## src/rtl/ts_pkg.sv

```systemverilog
// rtl/ts_pkg.sv - shared constants, AFC codes and FSM state type for the TS packet generator
package ts_pkg;
  localparam logic [7:0] TS_SYNC_BYTE  = 8'h47;
  localparam int         TS_PACKET_LEN = 188;
  localparam int         TS_HEADER_LEN = 4;
  localparam logic [7:0] TS_STUFF_BYTE = 8'hFF;

  localparam logic [1:0] AFC_RESERVED      = 2'b00;
  localparam logic [1:0] AFC_PAYLOAD_ONLY  = 2'b01;
  localparam logic [1:0] AFC_ADAPT_ONLY    = 2'b10;
  localparam logic [1:0] AFC_ADAPT_PAYLOAD = 2'b11;

  // Byte positions within a packet, counted from the sync byte.
  localparam logic [7:0] HDR_LAST_IDX = 8'(TS_HEADER_LEN - 1);
  localparam logic [7:0] AF_IDX       = 8'(TS_HEADER_LEN);
  localparam logic [7:0] LAST_IDX     = 8'(TS_PACKET_LEN - 1);
  localparam logic [7:0] AF_LEN_FULL  = 8'(TS_PACKET_LEN - TS_HEADER_LEN - 1);

  typedef enum logic [1:0] {
    IDLE,
    HEADER,
    ADAPT,
    PAYLOAD
  } ts_state_e;
endpackage

```

## src/rtl/ts_header_builder.sv

```systemverilog
// rtl/ts_header_builder.sv - combinational selector for the four TS header bytes
module ts_header_builder
  import ts_pkg::*;
(
  input  logic [12:0] pid,
  input  logic        pusi,
  input  logic [1:0]  afc,
  input  logic [3:0]  cc,
  input  logic [1:0]  byte_index,
  output logic [7:0]  hdr_byte
);

  always_comb begin
    hdr_byte = TS_SYNC_BYTE;
    case (byte_index)
      2'd0: hdr_byte = TS_SYNC_BYTE;
      2'd1: hdr_byte = {1'b0, pusi, 1'b0, pid[12:8]};
      2'd2: hdr_byte = pid[7:0];
      2'd3: hdr_byte = {2'b00, afc, cc};
      default: hdr_byte = TS_SYNC_BYTE;
    endcase
  end

endmodule

```

## src/rtl/ts_packet_generator.sv

```systemverilog
// rtl/ts_packet_generator.sv - 188-byte MPEG-TS packet generator; TS_CC_ERROR_INJECT_EN adds cc error injection
module ts_packet_generator
  import ts_pkg::*;
(
  input  logic        clk,
  input  logic        reset,
`ifdef TS_CC_ERROR_INJECT_EN
  input  logic        inject_cc_error,
`endif
  input  logic        start,
  input  logic [12:0] pid,
  input  logic [1:0]  afc,
  input  logic        pusi,
  input  logic [7:0]  payload_data,
  input  logic        payload_valid,
  output logic        payload_ready,
  output logic [7:0]  ts_data,
  output logic        valid,
  output logic        sync,
  output logic        busy,
  output logic [7:0]  packet_count
);

  ts_state_e   state, state_next;
  logic [7:0]  idx;
  logic [12:0] pid_q;
  logic [1:0]  afc_q;
  logic        pusi_q;
  logic [3:0]  cc;
  logic [3:0]  cc_step;
  logic        step;
  logic        last;
  logic [7:0]  out_byte;
  logic [7:0]  hdr_byte;

  ts_header_builder u_header_builder (
    .pid        (pid_q),
    .pusi       (pusi_q),
    .afc        (afc_q),
    .cc         (cc),
    .byte_index (idx[1:0]),
    .hdr_byte   (hdr_byte)
  );

  // A packet being aborted by reset must not swallow a payload byte.
  assign payload_ready = (state == PAYLOAD) && !reset;
  assign busy          = (state != IDLE);
  assign last          = step && (idx == LAST_IDX);

`ifdef TS_CC_ERROR_INJECT_EN
  logic inject_armed;

  assign cc_step = inject_armed ? 4'd2 : 4'd1;

  always_ff @(posedge clk) begin
    if (reset) begin
      inject_armed <= 1'b0;
    end else if (inject_cc_error) begin
      inject_armed <= 1'b1;
    end else if (last && afc_q[0]) begin
      inject_armed <= 1'b0;
    end
  end
`else
  assign cc_step = 4'd1;
`endif

  always_comb begin
    state_next = state;
    step       = 1'b0;
    out_byte   = TS_STUFF_BYTE;
    case (state)
      IDLE: begin
        if (start) state_next = HEADER;
      end
      HEADER: begin
        step     = 1'b1;
        out_byte = hdr_byte;
        if (idx == HDR_LAST_IDX)
          state_next = (afc_q == AFC_PAYLOAD_ONLY) ? PAYLOAD : ADAPT;
      end
      ADAPT: begin
        step = 1'b1;
        if (idx == AF_IDX) begin
          case (afc_q)
            AFC_ADAPT_PAYLOAD: out_byte = 8'h00;
            AFC_ADAPT_ONLY:    out_byte = AF_LEN_FULL;
            AFC_RESERVED:      out_byte = TS_STUFF_BYTE;
            default:           out_byte = TS_STUFF_BYTE;
          endcase
        end
        // An empty adaptation field is a single length byte before payload.
        if (afc_q == AFC_ADAPT_PAYLOAD)
          state_next = PAYLOAD;
        else if (idx == LAST_IDX)
          state_next = IDLE;
      end
      PAYLOAD: begin
        step     = payload_valid;
        out_byte = payload_data;
        if (payload_valid && (idx == LAST_IDX)) state_next = IDLE;
      end
      default: state_next = IDLE;
    endcase
  end

  always_ff @(posedge clk) begin
    if (reset) begin
      state        <= IDLE;
      idx          <= 8'd0;
      pid_q        <= 13'd0;
      afc_q        <= 2'b00;
      pusi_q       <= 1'b0;
      cc           <= 4'd0;
      packet_count <= 8'd0;
      ts_data      <= 8'd0;
      valid        <= 1'b0;
      sync         <= 1'b0;
    end else begin
      state <= state_next;
      valid <= step;
      sync  <= step && (state == HEADER) && (idx == 8'd0);
      if (step) ts_data <= out_byte;

      if ((state == IDLE) && start) begin
        pid_q  <= pid;
        afc_q  <= afc;
        pusi_q <= pusi;
        idx    <= 8'd0;
      end else if (step) begin
        idx <= idx + 8'd1;
      end

      if (last) begin
        packet_count <= packet_count + 8'd1;
        if (afc_q[0]) cc <= cc + cc_step;
      end
    end
  end

endmodule
```

## config.mk

```make
export PLATFORM = sky130hd
export DESIGN_NAME = ts_packet_generator
export DESIGN_NICKNAME = d
export VERILOG_FILES = /design/src/rtl/ts_pkg.sv /design/src/rtl/ts_header_builder.sv /design/src/rtl/ts_packet_generator.sv
export SDC_FILE = /design/constraint.sdc
export NUM_CORES = 1
export LEC_CHECK = 0
export BUFFER_PORTS_ARGS = -buffer_cell sky130_fd_sc_hd__buf_2
export CORE_ASPECT_RATIO = 1.1
export CORE_MARGIN = 4
export CORE_UTILIZATION = 48
export DETAILED_ROUTE_END_ITERATION = 7
export PLACE_DENSITY = 0.71
export SYNTH_ARGS = -nofsm -noshare
export SYNTH_HDL_FRONTEND = slang
export SYNTH_SLANG_ARGS = --single-unit
```

## constraint.sdc

```tcl
create_clock -name clk -period 4.9 [get_ports clk]
set_input_delay 0.245 -clock clk [delete_from_list [all_inputs] [get_ports clk]]
set_output_delay 0.245 -clock clk [all_outputs]
set_load 0.01 [all_outputs]
```

==> out/qor.yml, run 1 <==
status: "complete, no violations"
grt_antenna_before_repair: 0
viasPerCell: 5.35
gp_congestion: 0.855
final-setup-viol-count: 0
hold_ws_ns: 0.175
die_w_um: 74.2
wl_per_cell_um: 14.0
grt_pass1_vias: 1790
min_path_type: "in2reg"
netlist_area_um2: 2320
yosysTopAreaCell: "dfxtp_1"
path_clk_slew_ns: 0.09
min_to: "pid_q[7]$_SDFFE_PP0P_"
hpwl_mm: 3.67
io_buffers: 47
hold_viol: 0
p_comb_frac: 0.326
r2r-end: "packet_count[7]$_SDFFE_PP0P_"
finClkSkew_ns: 0.0114
post_cts_buffers: 0
yosys_warnings: 0
worstSetupPathType: "reg2reg"
ys_types: 42
dr.first_iter.drc_count: 87
worstRegToRegCells: 6
remaining_drc_errors: 0
cellPowerDensity_nw_per_um2: 410
cts_htree_levels: 2
die_h_um: 80.9
synth_top_area_frac: 0.415
cts-resized-gates: 0
cts_buffers: 5
nets: 345
fmax_mhz: 391
die_area_um2: 6000
fp-row-count: 26
vdd_ir_drop_max_uv: 207
synthArstFlopShare: 0
ff2ff_setup_slack_ns: 2.34
max_cap_viol_count: 0
cp-end-kind: "register"
synth-main-ff-cell: "dfxtp_1"
n_antenna_cell: 0
cts_root_buf: "clkbuf_8"
syn_nets: 308
grt_max_degree: 43
dr.pass1.iters: 4
grt.total_usage: 0.178
p_switching_uw: 378
slew_viol_final: 0
timing.final.crit_share: 0.522
pwr-share-clk: 0.215
period_minus_slack_ns: 2.56
cts.sink_count: 48
whs_path_depth: 3
p_sw_frac: 0.354
synth-seq-cells: 48
syn_inst: 268
seqPwrFrac: 0.459
start_util: 0.498
yosysSeqAreaShare: 0.415
power.internal_uw: 688
grt_pass1_wl_mm: 8.36
synth-edff-count: 0
worstPathArrival_ns: 2.72
synth_common_cells: "dfxtp_1, nand2_1, nor2_1"
drive_above_1_share: 0.206
cts_tree: "yes"
ant_nets: 0
cts.path.max_buffers: 2
synth.avg_cell_area_um2: 8.65
rsz0062_at_grt: "false"
worstPathRequired_ns: 5.07
clock_latency_ns: 0.30
r2r_start: "state[1]$_SDFFE_PP0P_"
grt_overflow: 0
wl_mm: 5.06
area_growth_pct: 12.0
leakage_uw: 0.00105
min_from: "pid[7]"
synth_most_common_cell: "dfxtp_1"
io_pins: 48
cp_max_fo: 12
synthTopCellsByArea: "dfxtp_1, nand2_1, ha_1"
vias: 1935
tns_ns: 0
worstMarginPinSlew_ns: 1.08
start_kind: "register"
core-area_um2: 4650
ctsHoldBuffers: 0
slew_headroom: 0.272
## cell usage in the layout (no fill, tap or decap), types with 2 or more instances in the layout
cell type  instances
dfxtp_1           48
buf_2             47
nand2_1           45
nor2_1            32
a21oi_1           28
xor2_1            13
ha_1              12
a211oi_1           9
a22oi_1            8
nand4_1            7
inv_1              6
nand3_1            6
and3_1             6
clkbuf_8           5
xnor2_1            4
nor2b_1            2
nand2b_1           2
nor4_2             2
a222oi_1           2
clkbuf_1           2
## metrics by stage
stage / worst slack, ns / utilization / std cells / total power, µW / area, µm²
6_report: 2.34 / 0.558 / 362 / 1070 / 2600
5_1_grt: 2.04 / 0.558 / 362 / 1150 / 2600
4_1_cts: 2.32 / 0.558 / 362 / 1080 / 2600
3_5_place_dp: 2.35 / 0.540 / 354 / 848 / 2510
3_3_place_gp: 2.37 / 0.540 / 354 / 842 / 2510
2_1_floorplan: 3.18 / - / 268 / 747 / 2320
## critical path, stage by stage (launching register included)
cell and delay (ns):
dfxtp_1 0.39, ha_1 0.43, a21oi_1 0.20, nor4_2 0.95, nand4_1 0.21, xor2_1 0.19, nor2_1 0.05
## sequential cells by signal, summed over array words and instances, names as in the netlist
name and flops:
pusi_q 1, idx 8, pid_q 13, cc 4, ts_data 8, sync 1
state 2, packet_count 8, valid 1, afc_q 2
## per-layer routing
metal	up-vias	track usage	wire (µm)
met2	26	0.296	2550
met3	2	0.0458	165
met4	0	0.0552	39
li1	994	-	-
met1	913	0.226	2300
met5	-	0	0
## cell families after synthesis
kind of cell	after synthesis	share of synthesized area
AND/OR/NAND/NOR	112	0.235
adder cells (fa/ha/maj)	12	0.0648
buffers and inverters	23	0.0578
multiplexers	2	0.00918
XOR/XNOR	17	0.0643
flip-flops	48	0.415
AO/OA/AOI/OAI	54	0.154
## power by group through the flow
stage	Combinational (µW)	Sequential, µW	Clock (µW)
after global routing	395	498	256
after global placement	346	496	0
after detailed placement	348	499	0
after floorplan	242	505	0
after CTS	350	490	238
final	347	489	229
## layout make-up
type / count / area [µm²]
clock buffer: 7 / 76.3
clock inverter: 1 / 8.76
timing repair buffer: 47 / 235
inverter: 6 / 22.5
sequential: 48 / 961
tap: 56 / 70.1
multi-input combinational: 197 / 1220
fill: 470 / 2060
## worst max path at each step
stage,from,endpoint,depth (start not counted)
finish,state[1]$_SDFFE_PP0P_,packet_count[7]$_SDFFE_PP0P_,6
global route,state[1]$_SDFFE_PP0P_,packet_count[5]$_SDFFE_PP0P_,6
CTS,state[1]$_SDFFE_PP0P_,packet_count[7]$_SDFFE_PP0P_,6
detailed placement,state[1]$_SDFFE_PP0P_,packet_count[7]$_SDFFE_PP0P_,6
global placement,state[1]$_SDFFE_PP0P_,packet_count[7]$_SDFFE_PP0P_,6
floorplan,idx[0]$_SDFFE_PP0P_,state[1]$_SDFFE_PP0P_,7
Note: power is estimated with default switching activity, not from simulation.
==> run 2, diff against run 1 <==
--- a/config.mk
+++ b/config.mk
@@ -10,7 +10,7 @@
 export CORE_MARGIN = 4
 export CORE_UTILIZATION = 48
 export DETAILED_ROUTE_END_ITERATION = 7
-export PLACE_DENSITY = 0.71
+export PLACE_DENSITY = 0.74
 export SYNTH_ARGS = -nofsm -noshare
 export SYNTH_HDL_FRONTEND = slang
 export SYNTH_SLANG_ARGS = --single-unit
==> constraint.sdc (replaced) <==
create_clock -name clk -period 2.2 [get_ports clk]
set_input_delay 0.11 -clock clk [delete_from_list [all_inputs] [get_ports clk]]
set_output_delay 0.11 -clock clk [all_outputs]
set_load 0.01 [all_outputs]
==> run 2 against run 1 <==
Compared with the run above: via count shrank 0.36%; sequential power grew 120%; register-to-register slack lost 2.0 ns; first-iteration DRC count is the same; worst setup slack lost 2.0 ns; die area is the same; global-route usage shrank 0.66 points; sequential cell count is the same; critical path type unchanged; highest routed layer unchanged.
==> out/qor.yml, run 2 (same netlist as run 1, synthesis figures left out) <==
status: "complete, no violations"
cts_htree_levels: 2  # unchanged
slew_headroom: 0.617  # +0.345
final_core_util: 0.568  # +0.0102
clock_latency_ns: 0.30  # about the same
fp-row-count: 26  # unchanged
cts_tree: "yes"
final-setup-viol-count: 0  # unchanged
io_buffers: 47  # unchanged
wl_per_cell_um: 13.5  # -3.3%
die_area_um2: 6000  # unchanged
grt_max_degree: 24  # -44%
worstRegToRegCells: 6  # unchanged
ant_nets: 0  # unchanged
hold_viol: 0  # unchanged
finClkSkew_ns: 0.00828  # -0.00311 ns
largest_reg_flops: 13  # unchanged
grt_pass1_wl_mm: 8.10  # -3.1%
post_cts_buffers: 0  # unchanged
cts.sink_count: 48  # unchanged
io_pins: 48  # unchanged
core-area_um2: 4650  # unchanged
grt_antenna_before_repair: 0  # unchanged
cts_buffers: 5  # unchanged
whs_path_depth: 3  # unchanged
period_minus_slack_ns: 1.90  # -0.657 ns
cts.path.max_buffers: 2  # unchanged
final_area_um2: 2640  # +1.8%
layout_commonest_cell: "dfxtp_1"
grt_pass1_vias: 1788  # -0.11%
cts_root_buf: "clkbuf_8"
remaining_drc_errors: 0  # unchanged
cp_max_fo: 6  # -6
grt.total_usage: 0.172  # -0.00656
cellPowerDensity_nw_per_um2: 916  # +120%
fillerInstances: 449  # -4.5%
vias: 1928  # -0.36%
viasPerCell: 5.25  # -1.7%
n_antenna_cell: 0  # unchanged
vdd_ir_drop_max_uv: 450  # +120%
dpl_cell_area_um2: 2550  # +1.5%
mostFrequentLayoutCells: "dfxtp_1, buf_2, nand2_1"
max_cap_viol_count: 0  # unchanged
die_h_um: 80.9  # unchanged
nets: 350  # +1.4%
start_util: 0.498  # unchanged
cp.depth: 6  # unchanged
drive_above_1_share: 0.228  # +0.0224
rsz0062_at_grt: "false"
wl_mm: 4.96  # -2.0%
power_uw: 2420  # +130%
cpPeakStageDelay_ns: 0.40  # -0.55 ns
cpLargestDelayFamily: "compound AO/OA/AOI/OAI gates"
tns_ns: 0  # unchanged
min_path_type: "in2reg"
die_w_um: 74.2  # unchanged
path_clk_slew_ns: 0.09  # about the same
hpwl_mm: 3.67  # about the same
worstPathRequired_ns: 2.37  # -2.70 ns
leakage_uw: 0.00109  # +3.2%
worstPathArrival_ns: 2.07  # -0.65 ns
start_kind: "register"
timing.final.crit_share: 0.865  # +0.342
critPathSlowestCell: "dfxtp_1"
grt_overflow: 0  # unchanged
slew_viol_final: 0  # unchanged
area_growth_pct: 14.1
gp_congestion: 0.823  # -3.8%
critical_path.cell_chain: "inv_1 > ha_1 > a21oi_1 > or2_2 > a21oi_1 > a311oi_1"
worstMarginPinSlew_ns: 0.574  # -0.509 ns
hold_ws_ns: 0.0424  # -0.132 ns
dr.first_iter.drc_count: 87  # unchanged
timing.critical_path.buf_inv: 1  # +1
cp-end-kind: "register"
dr.pass1.iters: 4  # unchanged
worstSetupPathType: "reg2reg"
fmax_mhz: 526  # +35%
cp_common_cell: "a21oi_1"
top_register: "pid_q"
[run 2: cell types whose count changed in the layout (fill, tap and decap cells not counted), sizes merged]
| cell | change |
|---|---|
| buf | +5 |
| clkbuf | -1 |
| clkinv | +1 |
[run 2: what timing repair did]
item,4_1_cts,5_1_grt
hold buffers,0,0
gates resized for setup,0,1
setup endpoints to repair,0,3
[run 2: worst min-delay path, cell delays in order]
cell	delay, ns
buf_2	0.09
nand2_1	0.05
a21oi_1	0.05
[run 2: final cells by class]
cell class                      instances  area, µm²  share of cell area
Clock buffer                            6       82.6              0.0312
Clock inverter                          2       10.0             0.00379
Tap cell                               56       70.1              0.0265
Timing Repair Buffer                   52        273               0.103
Multi-Input combinational cell        197       1220               0.463
Inverter                                6       22.5             0.00852
Sequential cell                        48        961               0.363
[run 2: per-layer routing]
layer | up-vias | track usage | share of wire
met5 | - | 0 | 0
met3 | 4 | 0.0334 | 0.043
met2 | 36 | 0.288 | 0.50
li1 | 1002 | - | -
met1 | 886 | 0.223 | 0.45
met4 | 0 | 0.0498 | 0.012
[run 2: final timing paths]
path	startpoint	endpoint	slack (ns)
worst min register to register	pid_q[2]$_SDFFE_PP0P_	pid_q[2]$_SDFFE_PP0P_	0.46
worst max-delay path	state[1]$_SDFFE_PP0P_	ts_data[7]$_SDFFE_PP0P_	0.30
worst min-delay path	pid[7]	pid_q[7]$_SDFFE_PP0P_	0.04
worst max register to register	state[1]$_SDFFE_PP0P_	ts_data[7]$_SDFFE_PP0P_	0.30
[run 2: power breakdown]
group          switching, µW  internal, µW  total [µW]  leakage (µW)
combinational            483           310         793      0.000646
clock                    290           251         541     0.0000510
sequential              83.4          1010        1090      0.000390
total                    856          1570        2420       0.00109
[run 2: through the flow]
step / cells / worst slack (ns)
after global routing: 367 / 0.198
after CTS: 367 / 0.0572
after global placement: 359 / 0.185
after detailed placement: 359 / 0.0847
after floorplan: 268 / 0.477
final: 367 / 0.298
==> run 3, diff against run 2 <==
--- a/config.mk
+++ b/config.mk
@@ -6,11 +6,12 @@
 export NUM_CORES = 1
 export LEC_CHECK = 0
 export BUFFER_PORTS_ARGS = -buffer_cell sky130_fd_sc_hd__buf_2
+export CAP_MARGIN = 20
 export CORE_ASPECT_RATIO = 1.1
 export CORE_MARGIN = 4
 export CORE_UTILIZATION = 48
 export DETAILED_ROUTE_END_ITERATION = 7
-export PLACE_DENSITY = 0.74
+export PLACE_DENSITY_LB_ADDON = 0.08
 export SYNTH_ARGS = -nofsm -noshare
 export SYNTH_HDL_FRONTEND = slang
 export SYNTH_SLANG_ARGS = --single-unit
==> run 3 against run 2 <==
Compared with the run above: first-iteration DRC count grew 13%; maximum frequency grew 0.83%; die area is the same; critical path type unchanged; power grew 0.35%; critical endpoint unchanged; via count grew 1.3%; cell count grew 0.27%; sequential cell count is the same; sequential power is essentially flat; sequential share of layout area shrank 0.086 points.
==> out/qor.yml, run 3 (same netlist as run 1, synthesis figures left out) <==
min_path_type: "in2reg"
finClkSkew_ns: 0.00362  # -0.00466 ns
timing.critical_path.buf_inv: 1  # unchanged
cp_common_cell: "a21oi_1"
period_minus_slack_ns: 1.89  # -0.0156 ns
slew_viol_final: 0  # unchanged
layout_commonest_cell: "dfxtp_1"
cp-end-kind: "register"
wl_mm: 5.04  # +1.7%
dr.first_iter.drc_count: 98  # +13%
largest_reg_flops: 13  # unchanged
final_area_um2: 2650  # +0.24%
top_register: "pid_q"
path_clk_slew_ns: 0.09  # about the same
grt_overflow: 0  # unchanged
cpLargestDelayFamily: "compound AO/OA/AOI/OAI gates"
remaining_drc_errors: 0  # unchanged
cts-resized-gates: 0  # unchanged
cts_root_buf: "clkbuf_8"
clock_latency_ns: 0.30  # about the same
die_area_um2: 6000  # unchanged
dr.pass1.iters: 4  # unchanged
grt_max_degree: 26  # +8.3%
critical_path.cell_chain: "inv_1 > ha_1 > a21oi_1 > or2_2 > a21oi_1 > a311oi_1"
critPathSlowestCell: "dfxtp_1"
die_h_um: 80.9  # unchanged
worstSetupPathType: "reg2reg"
ant_nets: 0  # unchanged
drive_above_1_share: 0.224  # -0.00394
vdd_ir_drop_max_uv: 379  # -16%
io_pins: 48  # unchanged
cts_htree_levels: 2  # unchanged
timing.final.crit_share: 0.858  # -0.00709
start_kind: "register"
cts_tree: "yes"
wl_per_cell_um: 13.7  # +1.4%
grt_pass1_vias: 1918  # +7.3%
cts.path.max_buffers: 2  # unchanged
worstPathArrival_ns: 2.06  # about the same
cpPeakStageDelay_ns: 0.41  # about the same
grt_pass1_wl_mm: 8.67  # +7.1%
grt.total_usage: 0.184  # +0.0124
worstMarginPinSlew_ns: 0.564  # -0.00953 ns
cp_max_fo: 6  # unchanged
die_w_um: 74.2  # unchanged
post_cts_buffers: 0  # unchanged
viasPerCell: 5.31  # +1.0%
ctsHoldBuffers: 0  # unchanged
area_growth_pct: 14.4
nets: 351  # +0.29%
tns_ns: 0  # unchanged
vias: 1953  # +1.3%
fp-row-count: 26  # unchanged
leakage_uw: 0.00109  # about the same
fillerInstances: 443  # -1.3%
dpl_cell_area_um2: 2560  # +0.29%
hold_viol: 0  # unchanged
core-area_um2: 4650  # unchanged
io_buffers: 47  # unchanged
start_util: 0.498  # unchanged
final-setup-viol-count: 0  # unchanged
hpwl_mm: 3.63  # -1.0%
slew_headroom: 0.624  # +0.00677
cts_buffers: 5  # unchanged
rsz0062_at_grt: "false"
grt_antenna_before_repair: 0  # unchanged
power_uw: 2430  # +0.35%
worstPathRequired_ns: 2.38  # about the same
status: "complete, no violations"
mostFrequentLayoutCells: "dfxtp_1, buf_2, nand2_1"
n_antenna_cell: 0  # unchanged
cts.sink_count: 48  # unchanged
fmax_mhz: 530  # +0.83%
cellPowerDensity_nw_per_um2: 917  # +0.12%
max_cap_viol_count: 0  # unchanged
gp_congestion: 0.787  # -4.4%
## run 3: cell count changes in the layout (fill, tap and decap cells not counted), sizes merged
cell | previous run | this run
buf | 52 | 53
clkinvlp | 0 | 1
clkbuf | 6 | 7
clkinv | 2 | 0
## run 3: final timing paths
check,depth (start not counted),endpoint,slack [ns],from
hold reg to reg,2,pid_q[7]$_SDFFE_PP0P_,0.46,pid_q[7]$_SDFFE_PP0P_
setup / recovery,6,ts_data[7]$_SDFFE_PP0P_,0.31,state[1]$_SDFFE_PP0P_
hold / removal,3,pid_q[7]$_SDFFE_PP0P_,0.03,pid[7]
setup reg to reg,6,ts_data[7]$_SDFFE_PP0P_,0.31,state[1]$_SDFFE_PP0P_
## run 3: worst reg2reg max path, cell delays in order, from the launching register on
cell and delay, ns:
dfxtp_1 0.41, inv_1 0.10, ha_1 0.28, a21oi_1 0.07
or2_2 0.33, a21oi_1 0.41, a311oi_1 0.16
## run 3: power breakdown
| part | switching, µW | internal [µW] |
|---|---|---|
| sequential | 83.1 | 1010 |
| clock | 299 | 256 |
| combinational | 471 | 317 |
| total | 853 | 1580 |
## run 3: per-stage QoR
| stage | utilization | std cells | hold slack, ns | setup WS [ns] |
|---|---|---|---|---|
| after floorplan | - | 268 | 0.243 | 0.477 |
| after global placement | 0.549 | 360 | 0.351 | 0.379 |
| after detailed placement | 0.549 | 360 | 0.355 | 0.313 |
| after CTS | 0.570 | 368 | 0.0228 | 0.318 |
| after global routing | 0.570 | 368 | 0.0252 | 0.170 |
| final | 0.570 | 368 | 0.0312 | 0.313 |
## run 3: layout make-up
cell class / instances / area [µm²] / share of cell area
repair buffers: 53 / 280 / 0.106
clock inverters: 1 / 7.51 / 0.00283
clock buffers: 7 / 86.3 / 0.0326
inverters: 6 / 22.5 / 0.00850
flip-flops and latches: 48 / 961 / 0.363
well taps: 56 / 70.1 / 0.0264
multi-input cells: 197 / 1220 / 0.461
## run 3: layer usage
layer | GRT usage | vias to the layer above | wire (µm)
met5 | 0 | - | 0
met4 | 0.0641 | 0 | 80
met3 | 0.0483 | 7 | 269
met2 | 0.306 | 44 | 2370
met1 | 0.230 | 900 | 2320
li1 | - | 1002 | -
